File: config.mk
export PLATFORM = sky130hd
export DESIGN_NAME = csr_hpm_bank
export DESIGN_NICKNAME = d
export VERILOG_FILES = /design/src/rtl/csr_hpm_bank.sv
export SDC_FILE = /design/constraint.sdc
export NUM_CORES = 1
export LEC_CHECK = 0
export BUFFER_PORTS_ARGS = -buffer_cell sky130_fd_sc_hd__buf_2
export CELL_PAD_IN_SITES_DETAIL_PLACEMENT = 1
export CELL_PAD_IN_SITES_GLOBAL_PLACEMENT = 1
export CORE_AREA = 2 2 209 211
export DETAILED_ROUTE_END_ITERATION = 10
export DIE_AREA = 0 0 211 213
export MAX_ROUTING_LAYER = met4
export PLACE_DENSITY = 0.88
export SETUP_SLACK_MARGIN = 0.3
export SLEW_MARGIN = 20
export SYNTH_ARGS = -nofsm -noshare
export SYNTH_HDL_FRONTEND = slang
export SYNTH_SLANG_ARGS = --single-unit
File: constraint.sdc
create_clock -name clock -period 3.85 [get_ports clock]
set_clock_uncertainty 0.15 [all_clocks]
set_input_delay 0.1925 -clock clock [delete_from_list [all_inputs] [get_ports clock]]
set_output_delay 0.1925 -clock clock [all_outputs]
set_load 0.1 [all_outputs]
File: src/rtl/csr_hpm_bank.sv
// Bank of machine-mode hardware performance counters with their event selectors, mcountinhibit,
// mcounteren and user-mode aliases. Define HPM_OVF_IRQ_EN to add sticky overflow flags and ovf_irq.
module csr_hpm_bank #(
   parameter int NUM_COUNTERS = 4,
   parameter int NUM_EVENTS   = 8,
   parameter int CNT_W        = 64
) (
   input  logic                  clock,
   input  logic                  reset,
   input  logic [1:0]            cur_priv,
   input  logic                  csr_en,
   input  logic [1:0]            csr_op,
   input  logic [11:0]           csr_addr,
   input  logic [63:0]           csr_wdata,
   output logic [63:0]           csr_rdata,
   output logic                  csr_trap_ill,
   output logic                  hit,
   input  logic [NUM_EVENTS-1:0] event_in,
   output logic                  ovf_irq
);

   localparam logic [1:0] OP_READ  = 2'd0;
   localparam logic [1:0] OP_WRITE = 2'd1;
   localparam logic [1:0] OP_SET   = 2'd2;
   localparam logic [1:0] OP_CLEAR = 2'd3;
   localparam logic [1:0] PRIV_U   = 2'd0;
   localparam logic [1:0] PRIV_M   = 2'd3;

   logic [CNT_W-1:0]        cnt_q [NUM_COUNTERS];
   logic [CNT_W-1:0]        cnt_d [NUM_COUNTERS];
   logic [7:0]              sel_q [NUM_COUNTERS];
   logic [7:0]              sel_d [NUM_COUNTERS];
   logic [NUM_COUNTERS-1:0] inh_q, inh_d;
   logic [NUM_COUNTERS-1:0] cen_q, cen_d;
`ifdef HPM_OVF_IRQ_EN
   logic [NUM_COUNTERS-1:0] of_q, of_d;
   logic                    ovf_irq_q, ovf_irq_d;
`endif

   logic [4:0]              idx;
   logic [4:0]              ci;
   logic                    impl;
   logic                    is_cen, is_inh, is_evt, is_mcnt, is_ucnt;
   logic [31:0]             cen_full, inh_full;
   logic [CNT_W-1:0]        cur_cnt;
   logic [7:0]              cur_sel;
   logic                    cur_of;
   logic [63:0]             rdata;
   logic [63:0]             wval;
   logic                    we;
   logic [NUM_COUNTERS-1:0] inc;
   logic [NUM_COUNTERS-1:0] sel_hit;

   // Selector values 0 and above NUM_EVENTS match no event line.
   function automatic logic evt_fires(input logic [7:0] sel, input logic [NUM_EVENTS-1:0] ev);
      logic f;
      f = 1'b0;
      for (int j = 0; j < NUM_EVENTS; j++) begin
         f = f | ((sel == 8'(j + 1)) & ev[j]);
      end
      return f;
   endfunction

   assign idx      = csr_addr[4:0];
   assign ci       = idx - 5'd3;
   assign impl     = (idx >= 5'd3) && ({1'b0, idx} < 6'(3 + NUM_COUNTERS));
   assign is_cen   = (csr_addr == 12'h306);
   assign is_inh   = (csr_addr == 12'h320);
   assign is_evt   = (csr_addr[11:5] == 7'h19) && (idx >= 5'd3);
   assign is_mcnt  = (csr_addr[11:5] == 7'h58) && (idx >= 5'd3);
   assign is_ucnt  = (csr_addr[11:5] == 7'h60) && (idx >= 5'd3);
   assign hit      = is_cen | is_inh | is_evt | is_mcnt | is_ucnt;
   assign cen_full = 32'({cen_q, 3'b000});
   assign inh_full = 32'({inh_q, 3'b000});

   // Pick the addressed counter slot; unimplemented slots read as zero.
   always_comb begin
      cur_cnt = {CNT_W{1'b0}};
      cur_sel = 8'd0;
      cur_of  = 1'b0;
      for (int k = 0; k < NUM_COUNTERS; k++) begin
         sel_hit[k] = impl && (ci == 5'(k));
         if (sel_hit[k]) begin
            cur_cnt = cnt_q[k];
            cur_sel = sel_q[k];
`ifdef HPM_OVF_IRQ_EN
            cur_of  = of_q[k];
`else
            cur_of  = 1'b0;
`endif
         end else begin
            cur_cnt = cur_cnt;
         end
      end
   end

   // Read mux.
   always_comb begin
      rdata = 64'd0;
      if (is_cen) begin
         rdata = {32'd0, cen_full};
      end else if (is_inh) begin
         rdata = {32'd0, inh_full};
      end else if (is_evt) begin
         rdata = {cur_of, 55'd0, cur_sel};
      end else if (is_mcnt || is_ucnt) begin
         rdata = 64'(cur_cnt);
      end else begin
         rdata = 64'd0;
      end
   end

   assign csr_rdata    = rdata;
   assign csr_trap_ill = csr_en && hit &&
                         (((cur_priv != PRIV_M) && !is_ucnt) ||
                          ((csr_op != OP_READ) && (csr_addr[11:10] == 2'b11)) ||
                          ((cur_priv == PRIV_U) && is_ucnt && !cen_full[idx]));
   assign we           = csr_en && hit && !csr_trap_ill && (csr_op != OP_READ);

   // Read-modify-write operand.
   always_comb begin
      wval = csr_wdata;
      case (csr_op)
         OP_WRITE: wval = csr_wdata;
         OP_SET:   wval = rdata | csr_wdata;
         OP_CLEAR: wval = rdata & ~csr_wdata;
         default:  wval = csr_wdata;
      endcase
   end

   // Increment enables use the selector and inhibit values held before this edge.
   always_comb begin
      for (int k = 0; k < NUM_COUNTERS; k++) begin
         inc[k] = !inh_q[k] && evt_fires(sel_q[k], event_in);
      end
   end

   // Next state: a CSR write to a counter or selector overrides the same-cycle hardware update.
   always_comb begin
      inh_d = (we && is_inh) ? wval[3 +: NUM_COUNTERS] : inh_q;
      cen_d = (we && is_cen) ? wval[3 +: NUM_COUNTERS] : cen_q;
      for (int k = 0; k < NUM_COUNTERS; k++) begin
         cnt_d[k] = (we && is_mcnt && sel_hit[k]) ? wval[CNT_W-1:0]
                                                  : cnt_q[k] + {{(CNT_W-1){1'b0}}, inc[k]};
         sel_d[k] = (we && is_evt && sel_hit[k]) ? wval[7:0] : sel_q[k];
`ifdef HPM_OVF_IRQ_EN
         if (we && is_evt && sel_hit[k]) begin
            of_d[k] = wval[63];
         end else if (inc[k] && (&cnt_q[k])) begin
            of_d[k] = 1'b1;
         end else begin
            of_d[k] = of_q[k];
         end
`endif
      end
`ifdef HPM_OVF_IRQ_EN
      ovf_irq_d = |of_d;
`endif
   end

   // State registers.
   always_ff @(posedge clock) begin
      if (reset) begin
         for (int k = 0; k < NUM_COUNTERS; k++) begin
            cnt_q[k] <= {CNT_W{1'b0}};
            sel_q[k] <= 8'd0;
         end
         inh_q <= {NUM_COUNTERS{1'b0}};
         cen_q <= {NUM_COUNTERS{1'b0}};
`ifdef HPM_OVF_IRQ_EN
         of_q      <= {NUM_COUNTERS{1'b0}};
         ovf_irq_q <= 1'b0;
`endif
      end else begin
         cnt_q <= cnt_d;
         sel_q <= sel_d;
         inh_q <= inh_d;
         cen_q <= cen_d;
`ifdef HPM_OVF_IRQ_EN
         of_q      <= of_d;
         ovf_irq_q <= ovf_irq_d;
`endif
      end
   end

`ifdef HPM_OVF_IRQ_EN
   assign ovf_irq = ovf_irq_q;
`else
   assign ovf_irq = 1'b0;
`endif

endmodule

After elaboration in Yosys (flattened, before gate mapping)
Index checks and enable logic that the tools add are counted.
{ "word_totals": {"reg_bits": 296, "input_bits": 91, "output_inout_bits": 67, "word_cells": 193} }
{ "classes": {"addsub": 5, "n_lt_le_gt_ge": 3, "eq_ne": 44, "mux": 19, "bitwise": 67, "n_reduce_logical": 45} }
{ "ops": {"columns": ["op", "n"], "rows": [
  ["64-bit 2-to-1 mux", 12],
  ["64-bit by 1-bit adder with 64-bit output", 4],
  ["8-bit by 3-bit equality test with 1-bit output (second input constant)", 16],
  ["64-bit case mux with 2 select lines", 1],
  ["64-bit bitwise AND", 1],
  ["8-bit by 2-bit equality test with 1-bit output (second input constant)", 8],
  ["64-bit NOT", 1],
  ["64-bit bitwise OR", 1],
  ["1-bit bitwise AND", 32],
  ["8-bit by 1-bit equality test with 1-bit output (second input constant)", 4],
  ["8-bit by 4-bit equality test with 1-bit output (second input constant)", 4],
  ["1-bit logical AND", 32],
  ["8-bit 2-to-1 mux", 4],
  ["1-bit bitwise OR", 32],
  ["12-bit by 10-bit equality test with 1-bit output (second input constant)", 2],
  ["7-bit equality test (second input constant)", 2],
  ["5-bit by 2-bit equality test with 1-bit output (second input constant)", 2],
  ["7-bit by 5-bit equality test with 1-bit output (second input constant)", 1],
  ["1-bit logical NOT", 7],
  ["2-bit equality test (second input constant)", 3],
  ["5-bit by 6-bit < comparator with 1-bit output (second input constant)", 1],
  ["1-bit binary-select mux with 5-bit select", 1],
  ["5-bit by 1-bit equality test with 1-bit output (second input constant)", 1],
  ["5-bit by 2-bit >= comparator with 1-bit output (second input constant)", 1],
  ["other kinds (8)", 10]
]} }

Depth between registers and ports, before layout
Gate-level depths: netlist (run 1).
{ "logic_depth": {"word_depth": 14, "depth_mapped": 16} }

Worst setup path before layout (run 1)
Ideal clock, no wire load.
{ "synth_path": {"path_type": "input to output", "from": "input port csr_addr[5]", "to": "output port csr_trap_ill", "arrival_time_ns": 3.746, "setup_slack_ns": -0.239, "stages": 7, "path_buffers": 1, "path_cell_list": "buf_2 -> or4b_2 -> a21oi_1 -> o21ai_0 -> nand2_1 -> nand2_1 -> a31oi_1"} }
{ "synth_between": {"elab_chain_len": 7, "elab_cells_between_ends": 20, "cone_classes": "eq/ne: 5; bitwise: 4; reduce/logical: 11"} }
{ "synth_lines": {"columns": ["element", "line_no", "source"], "rows": [
  ["from (decl)", "13", "input logic [11:0] csr_addr,"],
  ["12-bit by 10-bit equality test with 1-bit output, or another cell as far along", "67", "assign is_cen = (csr_addr == 12'h306);"],
  ["1-bit bitwise OR or 1-bit logical AND (tied branches)", "72, 69", null],
  ["1-bit bitwise OR (2 in a row)", "72", "assign hit = is_cen | is_inh | is_evt | is_mcnt | is_ucnt;"],
  ["1-bit bitwise OR *", "72", null],
  ["via hit", "17", "output logic hit,"],
  ["1-bit logical AND * (2 in a row)", "114", "assign csr_trap_ill = csr_en && hit &&"],
  ["to (decl)", "16", "output logic csr_trap_ill,"]
]} }
The timed path passes the listed nets; every way through them passes the cells marked *.

Worst setup path in the final report (run 1)
{ "layout_path": {"from": "register sel_q[3] (netlist name)", "to": "register cnt_q[63] (netlist name)"} }
{ "layout_between": {"elab_chain_len": 12, "elab_cells_between_ends": 26, "cone_classes": "add/sub: 1; eq/ne: 8; mux: 1; bitwise: 15; reduce/logical: 1"} }
{ "layout_lines": {"columns": ["element", "line_no", "source"], "rows": [
  ["from (decl)", "31", "logic [7:0] sel_q [NUM_COUNTERS];"],
  ["from (signal assigned)", "176", "sel_q <= sel_d;"],
  ["8-bit by 1-bit equality test with 1-bit output or 8-bit by 2-bit equality test with 1-bit output (tied branches)", "59", "f = f | ((sel == 8'(j + 1)) & ev[j]);"],
  ["1-bit bitwise AND", "59", null],
  ["1-bit bitwise OR (6 in a row)", "59", null],
  ["1-bit bitwise OR *", "59", null],
  ["1-bit logical AND *", "134", "inc[k] = !inh_q[k] && evt_fires(sel_q[k], event_in);"],
  ["64-bit by 1-bit adder with 64-bit output *", "144", ": cnt_q[k] + {{(CNT_W-1){1'b0}}, inc[k]};"],
  ["64-bit 2-to-1 mux *", "143", "cnt_d[k] = (we && is_mcnt && sel_hit[k]) ? wval[CNT_W-1:0]"],
  ["to (signal, indexed assignment)", "165", "cnt_q[k] <= {CNT_W{1'b0}};"],
  ["to (signal assigned)", "175", "cnt_q <= cnt_d;"],
  ["to (decl)", "29", "logic [CNT_W-1:0] cnt_q [NUM_COUNTERS];"]
]} }
Every way passes the cells marked *; elsewhere a longest branch is shown, timed or not.
A chain may end at the register's enable or synchronous reset.

==> out/summary.txt, run 1 <==
Vias in the first global route: 22.55k
Total Nets Final: 2717
Layout cells sized above 1: 0.1396
Initial antenna violation count: 1
Seq/Total Area, Yosys: 0.3047
Period minus WS final: 3406 ps
Synth Flop Type: dfxtp_1
Crit path max-delay cell type: or4_1
Final ANT Viol Nets: 0
Largest net degree at the start of global routing: 193
Met2 Usage GRT: 0.5871
Clock Sinks: 296
Most crowded layer after global routing: met2
Worst Hold Class: in2reg
WP buf/inv: 1
Fmax: 0.2936 GHz
Post-Synthesis Cells: 2510
Placed wire-length estimate: 58.74 mm
Max Cap Viol: 0
Most common cell after layout, fill and taps aside: dfxtp_1
Netlist Area Pre-Place: 0.01945 mm²
Commonest non-fill, non-tap cells in the layout: dfxtp_1, a211oi_1, nor2_1
Vias post-DR: 22.07k
CP Data Arrival Time: 3710 ps
Post-synth EDFFs: 0
I/O pins: 158
Met1 Use GR: 0.4702
Mean post-synth cell area: 7.749 µm²
CTS Buffer Depth: 3
DR pass1 iterations: 5
Async set-or-reset flop fraction in the synthesized netlist: 0
Drt first-iter violations: 2346
Htree depth: 2
Critical path's most frequent cell: a31oi_1
# port buffers: 156
CTS buffer count: 35
Worst hold path depth: 3
Area Growth Syn to Fin: 15.97%
Routed WL: 84.54 mm
Worst-Skew Late Latency: 540 ps
Delay-heaviest family, CP: simple AND/OR/NAND/NOR gates
Core Area: 0.04270 mm²
Routability Congestion: 0.9541
Cells after DPL: 3089
Top cells by area, synth: dfxtp_1, a211oi_1, xnor2_1, nor2_1, nand3_1
Max-slew violation count: 0
Slowest stage delay, CP: 420 ps
Die Outline Area: 0.04494 mm²
Max FO, Critical Path: 18
Worst path required time: 4150 ps
P per Cell Area: 309.9 mW/mm²
CTS tree: built
Drc violations: 0
WL per Instance: 26.50 µm
Die width: 211 µm
Crit Path Class: reg2reg
Yosys top cell area share: 0.3047
First-pass GRT wire length: 129.9 mm
DIE HEIGHT: 213 µm
CP Cell Sequence: nand3b_1 > a21oi_1 > a31oi_1 > nor2_1 > a31oi_1 > nor3_2 > ha_2 > nand4_1 > nor2_1 > nand4_1 > buf_12 > or2_4 > or4_1 > a31oi_1
Peak supply drop: 0.2218 mV
Setup crit start kind: flop
Site Rows: 76
Worst-Margin Slew: 1217 ps
Final setup vio count: 0
Leak: 0.007160 µW
Endpoints failing hold: 0
CP endpoint kind: flop
Clock transition at path regs: 60 ps
Yosys warns: 0
Yosys top cell by area: dfxtp_1
Clk Tree Root Cell: clkbuf_16
RSZ-0062 raised after global routing: true
Starting density of the core: 0.4555
Outcome: finished, final reports clean
Crit share post-route: 0.8846
Design Area, Final: 0.02256 mm²
Overall Global Routing Usage: 0.3778
Worst r2r path cells: 14
Yosys cell types: 82
Seq cells post-synth: 296
Finished Layout Cells: 3190
Fill cell count: 5195
DR vias/cell: 6.918
DP Area: 0.02093 mm²
Final setup TNS: 0 ps
Critical Path Stages: 14
Global Route met3 Usage: 0.07781
Syn_nets: 2609
GR Overflow Total: 0
Slew margin rel.: 0.1890
per-stage QoR:
step | total power [µW] | worst slack [ps] | hold WS, ps | util
final | 6990 | 444.4 | 16.92 | 0.5283
after CTS | 6972 | 284.7 | 9.931 | 0.5262
after floorplan | 3364 | 297.6 | 194.4 | -
after global placement | 3560 | 491.5 | 329.6 | 0.4903
after global routing | 7122 | 300.0 | 24.46 | 0.5283
after detailed placement | 3570 | 302.4 | 331.7 | 0.4903
timing repair:
item | CTS | global route
hold endpoints to repair | 75 | 0
setup buffers | 5 | 0
pin swaps | 1 | 3
endpoints found under the setup margin | 6 | 60
hold buffers | 33 | 0
resized for setup | 2 | 25
final cells by class:
type                            count  area (µm²)  area share
Multi-Input combinational cell   1965       12740      0.5650
Sequential cell                   296        5929      0.2629
Timing Repair Buffer              267        1842     0.08166
Clock buffer                       53        1056     0.04682
Tap cell                          546       683.2     0.03029
Inverter                           53       198.9    0.008820
Clock inverter                      9       100.1    0.004438
Antenna cell                        1       2.502   0.0001109
flip-flops by register name, summed over array words and instances, names as in the netlist:
| signal | cells |
|---|---|
| sel_q | 32 |
| cnt_q | 256 |
| inh_q | 4 |
| cen_q | 4 |
synth_stat cells (all sizes together) (14+ instances only):
cell type and number:
inv 53, a21oi 108, and3 37, a22oi 73, xor2 61, and2 68
a31oi 30, nor4 46, nand3b 14, o21bai 15, nand2 135, a211oi 276
o22ai 18, nand3 159, a311oi 18, dfxtp 296, clkbuf 168, and4 39
nand4 80, a21o 21, buf 28, nor3 158, o21ai 52, nor2 221
xnor2 169
final timing paths:
path	from	to	slack [ps]
setup reg to reg	sel_q[3]	cnt_q[63]	440
hold / removal	csr_wdata[8]	cnt_q[136]	20
setup / recovery	sel_q[3]	cnt_q[63]	440
hold reg to reg	sel_q[15]	sel_q[15]	370
layer usage:
layer  routed length [µm]  part of all wire
met5                    0                 0
met1                33720              0.40
met2                38210              0.45
met4                 4044             0.048
met3                 8565              0.10
worst min-delay path: cells and delay by family:
| family | cells | cell delay (ps) |
|---|---|---|
| AO/OA/AOI/OAI | 2 | 360 |
| buffers and inverters | 1 | 100 |
cell families after synthesis:
logic type / after synthesis / synth area share
AND/OR/NAND/NOR: 1018 / 0.2760
flip-flops: 296 / 0.3047
other: 1 / 0.0001928
XOR/XNOR: 230 / 0.1036
AO/OA/AOI/OAI: 698 / 0.2524
buffers and inverters: 249 / 0.05005
multiplexers: 10 / 0.008041
adder cells (fa/ha/maj): 8 / 0.005147
where the power goes:
part | internal [µW] | total, µW | leakage (µW) | switching, µW
Combinational | 141 | 489 | 0.00421 | 348
Sequential | 3060 | 3060 | 0.00238 | 0.165
Clock | 2030 | 3440 | 0.000565 | 1410
(Power assumes the default switching activity.)
==> run 2: changes to the inputs <==
--- a/config.mk
+++ b/config.mk
@@ -8,13 +8,12 @@
 export BUFFER_PORTS_ARGS = -buffer_cell sky130_fd_sc_hd__buf_2
 export CELL_PAD_IN_SITES_DETAIL_PLACEMENT = 1
 export CELL_PAD_IN_SITES_GLOBAL_PLACEMENT = 1
-export CORE_AREA = 2 2 209 211
+export CORE_AREA = 2 2 239 241
 export DETAILED_ROUTE_END_ITERATION = 10
-export DIE_AREA = 0 0 211 213
+export DIE_AREA = 0 0 241 243
 export MAX_ROUTING_LAYER = met4
-export PLACE_DENSITY = 0.88
+export PLACE_DENSITY = 0.72
 export SETUP_SLACK_MARGIN = 0.3
-export SLEW_MARGIN = 20
 export SYNTH_ARGS = -nofsm -noshare
 export SYNTH_HDL_FRONTEND = slang
 export SYNTH_SLANG_ARGS = --single-unit
==> run 2 against run 1 <==
The flow now finishes with violations (hold timing). Die area up 30%. Sequential power is essentially flat. Critical path depth is 1 lower. Global-route usage decreased by 8.4 points. Cell count rose by 7.3%. Fmax grew 0.59%. Core utilization is 12 points lower. Final area grew 2.4%. First-iteration DRC count shrank 21%. Critical path type unchanged.
==> out/summary.txt, run 2 (synthesis gave the netlist of run 1 again) <==
Met2 Usage GRT: 0.4552 (-0.1319)
Routability Congestion: 0.9232 (-3.2%)
Clock transition at path regs: 60 ps (about the same)
Psw: 1883 µW (+7.1%)
Leak: 0.007302 µW (+2.0%)
Clk Tree Root Cell: clkbuf_16
WP buf/inv: 1 (unchanged)
Commonest non-fill, non-tap cells in the layout: dfxtp_1, a211oi_1, nor2_1
DR vias/cell: 6.225 (-10%)
DP Area: 0.02125 mm² (+1.5%)
Largest Register: cnt_q
Total Power: 7207 µW (+3.1%)
CTS Buffer Depth: 3 (unchanged)
Area Growth Syn to Fin: 18.72%
CTS buffer count: 38 (+8.6%)
Worst Hold Class: in2reg
Worst-Skew Late Latency: 570 ps (+30 ps)
Period minus WS final: 3386 ps (-19.81 ps)
Fill cell count: 6842 (+32%)
Setup WS post-layout: 464.2 ps (+19.81 ps)
Htree depth: 2 (unchanged)
P per Cell Area: 312.1 mW/mm² (+0.71%)
Delay-heaviest family, CP: compound AO/OA/AOI/OAI gates
GR Overflow Total: 0 (unchanged)
Placed wire-length estimate: 60.59 mm (+3.1%)
First-pass GRT wire length: 130.8 mm (+0.67%)
Outcome: finished, violations left
Starting density of the core: 0.3476 (-0.1079)
RSZ-0062 raised after global routing: true
Worst path required time: 4180 ps (+30 ps)
Max Cap Viol: 0 (unchanged)
Die width: 241 µm (+14%)
Core Area: 0.05595 mm² (+31%)
Critical path's most frequent cell: a31oi_1
Global Route met3 Usage: 0.04504 (-0.03277)
Vias post-DR: 21.30k (-3.5%)
Final setup vio count: 0 (unchanged)
Final setup TNS: 0 ps (unchanged)
Sw frac: 0.2614 (+0.009771)
Clock power share: 0.506 (+0.014)
Site Rows: 87 (+14%)
Final ANT Viol Nets: 0 (unchanged)
Seq pwr share: 0.425 (-0.013)
Drc violations: 0 (unchanged)
Cell internal pwr: 5323 µW (+1.8%)
Slew margin rel.: 0.2883 (+0.09931)
Drt first-iter violations: 1861 (-21%)
Most crowded layer after global routing: met2
Max FO, Critical Path: 16 (-2)
Total Nets Final: 2737 (+0.74%)
Routed WL: 85.70 mm (+1.4%)
Slowest stage delay, CP: 460 ps (+40 ps)
R2r setup slk: 460 ps (+20 ps)
Design Area, Final: 0.02309 mm² (+2.4%)
CP Cell Sequence: mux2_2 > a31oi_1 > nor2_1 > a31oi_1 > nor3_2 > ha_2 > ha_1 > and3_1 > nand4_1 > buf_4 > nor4_1 > xnor2_1 > a211oi_1
Worst hold slack: -1.022 ps (-17.94 ps)
CP endpoint kind: flop
Failing checks: hold timing
Setup crit start kind: flop
Layout cells sized above 1: 0.1440 (+0.004422)
Clock Sinks: 296 (unchanged)
Most common cell after layout, fill and taps aside: dfxtp_1
Comb power frac: 0.069 (about the same)
Vias in the first global route: 21.71k (-3.7%)
I/O pins: 158 (unchanged)
Max-slew violation count: 0 (unchanged)
Overall Global Routing Usage: 0.2939 (-0.08391)
Met1 Use GR: 0.3841 (-0.08604)
Worst-Margin Slew: 1056 ps (-160.1 ps)
CP Data Arrival Time: 3720 ps (about the same)
Crit path max-delay cell type: dfxtp_1
Crit share post-route: 0.8794 (-0.005144)
ANT cells: 0 (-1)
Peak supply drop: 0.2401 mV (+8.3%)
Crit Path Class: reg2reg
Initial antenna violation count: 0 (-1)
Max reg flops: 256 (unchanged)
Pre-CTS WS: 223.6 ps (-78.74 ps)
CTS tree: built
Endpoints failing hold: 1 (+1)
Largest registers: cnt_q (256), sel_q (32)
WL per Instance: 25.04 µm (-5.5%)
Die Outline Area: 0.05856 mm² (+30%)
# port buffers: 156 (unchanged)
DIE HEIGHT: 243 µm (+14%)
DR pass1 iterations: 5 (unchanged)
Largest net degree at the start of global routing: 133 (-31%)
Fmax: 0.2954 GHz (+0.59%)
-- run 2: cell count changes in the layout (fill, tap and decap cells not counted), moves of 2 or more --
cell,before,now
buf_4,70,72
clkbuf_8,8,6
clkinv_4,0,2
dlygate4sd3_1,33,45
clkinv_2,5,10
clkbuf_16,37,39
clkbuf_1,9,6
-- run 2: area by class of cell --
cell class	instances	area (µm²)	area share
multi-input cells	1965	12780	0.5535
flip-flops and latches	296	5928	0.2567
repair buffers	284	2006	0.08686
clock buffers	51	1081	0.04682
well taps	756	945.9	0.04096
inverters	53	198.9	0.008616
clock inverters	17	151.4	0.006556
-- run 2: power groups by stage --
stage	Combinational, µW	Clock (µW)	Sequential, µW
finish	496	3650	3060
global route	524	3800	3060
CTS	485	3670	3060
detailed placement	447	0	3130
global placement	443	0	3130
floorplan	233	0	3130
-- run 2: metal layers --
metal | routed length (µm) | vias to the layer above
li1 | - | 9700
met1 | 37320 | 10580
met2 | 38920 | 807
met3 | 6117 | 216
met4 | 3330 | 0
met5 | 0 | -
-- run 2: path summary, 6_finish.rpt --
kind         depth (start not counted)       from    endpoint
min reg2reg                          2  sel_q[30]   sel_q[30]
max reg2reg                         13   sel_q[9]  cnt_q[116]
min                                  2      reset    cen_q[0]
max                                 13   sel_q[9]  cnt_q[116]
-- run 2: through the flow --
stage / util / std cells / hold slack (ps)
after floorplan: - / 2510 / 194.4
after global placement: 0.3797 / 3304 / 325.9
after detailed placement: 0.3797 / 3304 / 333.8
after CTS: 0.4099 / 3417 / 0.4138
after global routing: 0.4127 / 3422 / 56.43
final: 0.4127 / 3422 / -1.022
-- run 2: repair_timing --
item	in CTS	in global routing
endpoints found under the hold margin	128	0
setup endpoints to repair	4	80
gates cloned	0	2
resized for setup	1	29
setup buffers	0	3
pin swaps	0	6
hold buffers	45	0
==> run 3: changes to the inputs <==
--- a/config.mk
+++ b/config.mk
@@ -5,14 +5,15 @@
 export SDC_FILE = /design/constraint.sdc
 export NUM_CORES = 1
 export LEC_CHECK = 0
+export ABC_AREA = 1
 export BUFFER_PORTS_ARGS = -buffer_cell sky130_fd_sc_hd__buf_2
 export CELL_PAD_IN_SITES_DETAIL_PLACEMENT = 1
 export CELL_PAD_IN_SITES_GLOBAL_PLACEMENT = 1
-export CORE_AREA = 2 2 239 241
+export CORE_AREA = 2 2 262 264
 export DETAILED_ROUTE_END_ITERATION = 10
-export DIE_AREA = 0 0 241 243
+export DIE_AREA = 0 0 264 266
 export MAX_ROUTING_LAYER = met4
-export PLACE_DENSITY = 0.72
+export PLACE_DENSITY = 0.76
 export SETUP_SLACK_MARGIN = 0.3
 export SYNTH_ARGS = -nofsm -noshare
 export SYNTH_HDL_FRONTEND = slang
==> run 3 against run 2 <==
The run now ends clean. Core utilization is 0.34 points lower. Clock-buffer cell count is 3 higher. Synthesized cell count is 70% higher. Register-to-register slack better by 20 ps. Fmax is 0.62% higher. Combinational power hardly changed. Total power is 5.2% higher. Critical endpoint is now cnt_q[188]. Largest power group unchanged. Highest routed layer unchanged.
==> out/summary.txt, run 3 <==
Die Outline Area: 0.07022 mm² (+20%)
Post-Synthesis Cells: 4278 (+70%)
Period minus WS final: 3365 ps (-20.94 ps)
Final setup TNS: 0 ps (unchanged)
Worst-Margin Slew: 971.8 ps (-84.63 ps)
P per Cell Area: 273.4 mW/mm² (-12%)
Htree depth: 2 (unchanged)
Starting density of the core: 0.3454 (-0.002192)
Worst-Skew Late Latency: 580 ps (about the same)
Worst hold start: csr_wdata[30]
Final core utilization: 0.4093 (-0.003418)
Seq/Total Area, Yosys: 0.2532 (-0.05144)
Pre-CTS WS: 165.3 ps (-58.30 ps)
Final setup vio count: 0 (unchanged)
Peak supply drop: 0.2652 mV (+10%)
Most numerous cell in the Yosys netlist: nand2_1
Worst r2r path cells: 14 (+1)
First-pass GRT wire length: 183.8 mm (+41%)
Commonest cells post-synth: nand2_1, nor2_1, inv_1
Vias post-DR: 28.33k (+33%)
Setup WS post-layout: 485.2 ps (+20.94 ps)
Crit path max-delay cell type: nor2_1
CTS Buffer Depth: 3 (unchanged)
Async set-or-reset flop fraction in the synthesized netlist: 0 (unchanged)
Seq cells post-synth: 296 (unchanged)
WL per Instance: 23.80 µm (-4.9%)
CP endpoint kind: flop
Worst path required time: 4170 ps (about the same)
Setup crit start kind: flop
Overall Global Routing Usage: 0.3658 (+0.07197)
Largest net degree at the start of global routing: 114 (-14%)
Drc violations: 0 (unchanged)
Slew margin rel.: 0.3521 (+0.06387)
Post-synth EDFFs: 0 (unchanged)
GR Overflow Total: 0 (unchanged)
Crit share post-route: 0.8740 (-0.005438)
Endpoints failing hold: 0 (-1)
Total Power: 7581 µW (+5.2%)
Final ANT Viol Nets: 0 (unchanged)
Placed wire-length estimate: 103.2 mm (+70%)
Largest Register: cnt_q
CTS tree: built
Worst reg2reg path endpoint: cnt_q[188]
Drt first-iter violations: 2518 (+35%)
Yosys warns: 0 (unchanged)
CTS buffer count: 40 (+5.3%)
Worst Hold Class: in2reg
Fill cell count: 9437 (+38%)
Hold EP: cnt_q[30]
DIE HEIGHT: 266 µm (+9.5%)
Yosys top cell area share: 0.2532 (-0.05144)
Site Rows: 96 (+10%)
Largest registers: cnt_q (256), sel_q (32)
DP Area: 0.02615 mm² (+23%)
Netlist Area Pre-Place: 0.02340 mm² (+20%)
Max-slew violation count: 0 (unchanged)
Max FO, Critical Path: 7 (-9)
CP Cell Sequence: inv_1 > o311ai_0 > nand3_1 > a21oi_1 > ha_2 > ha_1 > nand3_1 > nor2_1 > nand2_1 > nor2_1 > xor2_1 > nand2_1 > nand2_1 > nor2_1
# port buffers: 156 (unchanged)
Max reg flops: 256 (unchanged)
Commonest non-fill, non-tap cells in the layout: nand2_1, nor2_1, inv_1
CP Data Arrival Time: 3680 ps (-40 ps)
Worst hold path depth: 5 (+3)
Yosys top cell by area: dfxtp_1
Slowest stage delay, CP: 480 ps (+20 ps)
DR pass1 iterations: 5 (unchanged)
Routed WL: 127.2 mm (+48%)
Clock transition at path regs: 60 ps (about the same)
Crit Path Class: reg2reg
Leak: 0.01185 µW (+62%)
Total Nets Final: 4528 (+65%)
Syn_nets: 4377 (+68%)
Design Area, Final: 0.02773 mm² (+20%)
Max Cap Viol: 0 (unchanged)
Routability Congestion: 1.022 (+11%)
Mean post-synth cell area: 5.470 µm² (-29%)
Top cells by area, synth: dfxtp_1, nand2_1, nor2_1, inv_1, xor2_1
RR Startpoint: sel_q[17]
Most common cell after layout, fill and taps aside: nand2_1
Vias in the first global route: 28.24k (+30%)
Layout cells sized above 1: 0.08141 (-0.06263)
Initial antenna violation count: 1 (+1)
Synth Flop Type: dfxtp_1
R2r setup slk: 490 ps (+20 ps)
Fmax: 0.2972 GHz (+0.62%)
Clock Sinks: 296 (unchanged)
Die width: 264 µm (+9.5%)
Clk Tree Root Cell: clkbuf_16
RSZ-0062 raised after global routing: true
I/O pins: 158 (unchanged)
Area Growth Syn to Fin: 18.48%
Core Area: 0.06775 mm² (+21%)
Yosys cell types: 37 (-55%)
DR vias/cell: 5.302 (-15%)
Outcome: finished, final reports clean
==> run 3: cell count changes after synthesis, moves of 35 or more <==
cell      previous run  this run
a22oi_1             73         3
nand3_1            158       193
buf_2               16        62
a211oi_1           275         2
and4_1              39         0
clkbuf_1           168        81
xnor2_1            169        58
xor2_1              61       181
inv_1               53       518
nor2_1             221      1106
and2_1              67         6
nand2_1            135      1285
==> run 3: worst max-delay path by stage <==
stage	from	endpoint	slack [ps]
after detailed placement	sel_q[9]	cnt_q[123]	170
after floorplan	csr_addr[2]	cnt_q[52]	530
after global routing	sel_q[17]	cnt_q[188]	290
after CTS	sel_q[9]	cnt_q[126]	300
final	sel_q[17]	cnt_q[188]	490
after global placement	sel_q[9]	cnt_q[123]	230
==> run 3: what timing repair did <==
action	CTS	global route
endpoints found under the hold margin	12	0
pin swaps	0	2
setup endpoints to repair	5	67
hold buffers	10	0
setup buffers	0	5
resized for setup	3	21
==> run 3: metal layers <==
| layer | GRT usage | part of all wire |
|---|---|---|
| met1 | 0.4785 | 0.44 |
| met2 | 0.5657 | 0.44 |
| met3 | 0.03835 | 0.065 |
| met4 | 0.1749 | 0.055 |
| met5 | - | 0 |
==> run 3: through the flow <==
| stage | hold slack [ps] | std cells |
|---|---|---|
| detailed placement | 390.5 | 5254 |
| global placement | 375.3 | 5254 |
| floorplan | 180.1 | 4278 |
| global route | 75.33 | 5342 |
| CTS | 30.39 | 5336 |
| finish | 45.05 | 5344 |
==> run 3: area by class of cell <==
cell class              count  area (µm²)  share of cell area
diodes                      3       7.507           0.0002708
clock buffers              54        1125             0.04057
clock inverters            18       230.2            0.008303
inverters                 525        1978             0.07134
multi-input cells        3303       14970              0.5398
flip-flops and latches    296        5929              0.2139
well taps                 882        1104             0.03980
repair buffers            263        2387             0.08610
==> run 3: power by group <==
part / total, µW / internal, µW / switching (µW)
clock: 4030 / 2390 / 1640
sequential: 3060 / 3060 / 0.00370
combinational: 494 / 106 / 388
total: 7580 / 5560 / 2030
==> run 3: worst max-delay path, delay by kind of cell, from the launching register on <==
family / cells / cell delay [ps]
xor gates and xnor gates: 1 / 160
buffers and inverters: 1 / 130
AOI/OAI and AO/OA: 2 / 590
and+or+nand+nor: 8 / 1370
DFF: 1 / 390
adders and majority gates: 2 / 460
==> run 3: cell families after synthesis <==
kind of cell               synth area share
and+or+nand+nor                      0.4956
other                             0.0001602
adders and majority gates          0.004278
buffers and inverters                0.1129
xor gates and xnor gates            0.08945
DFF                                  0.2532
AOI/OAI and AO/OA                   0.04443
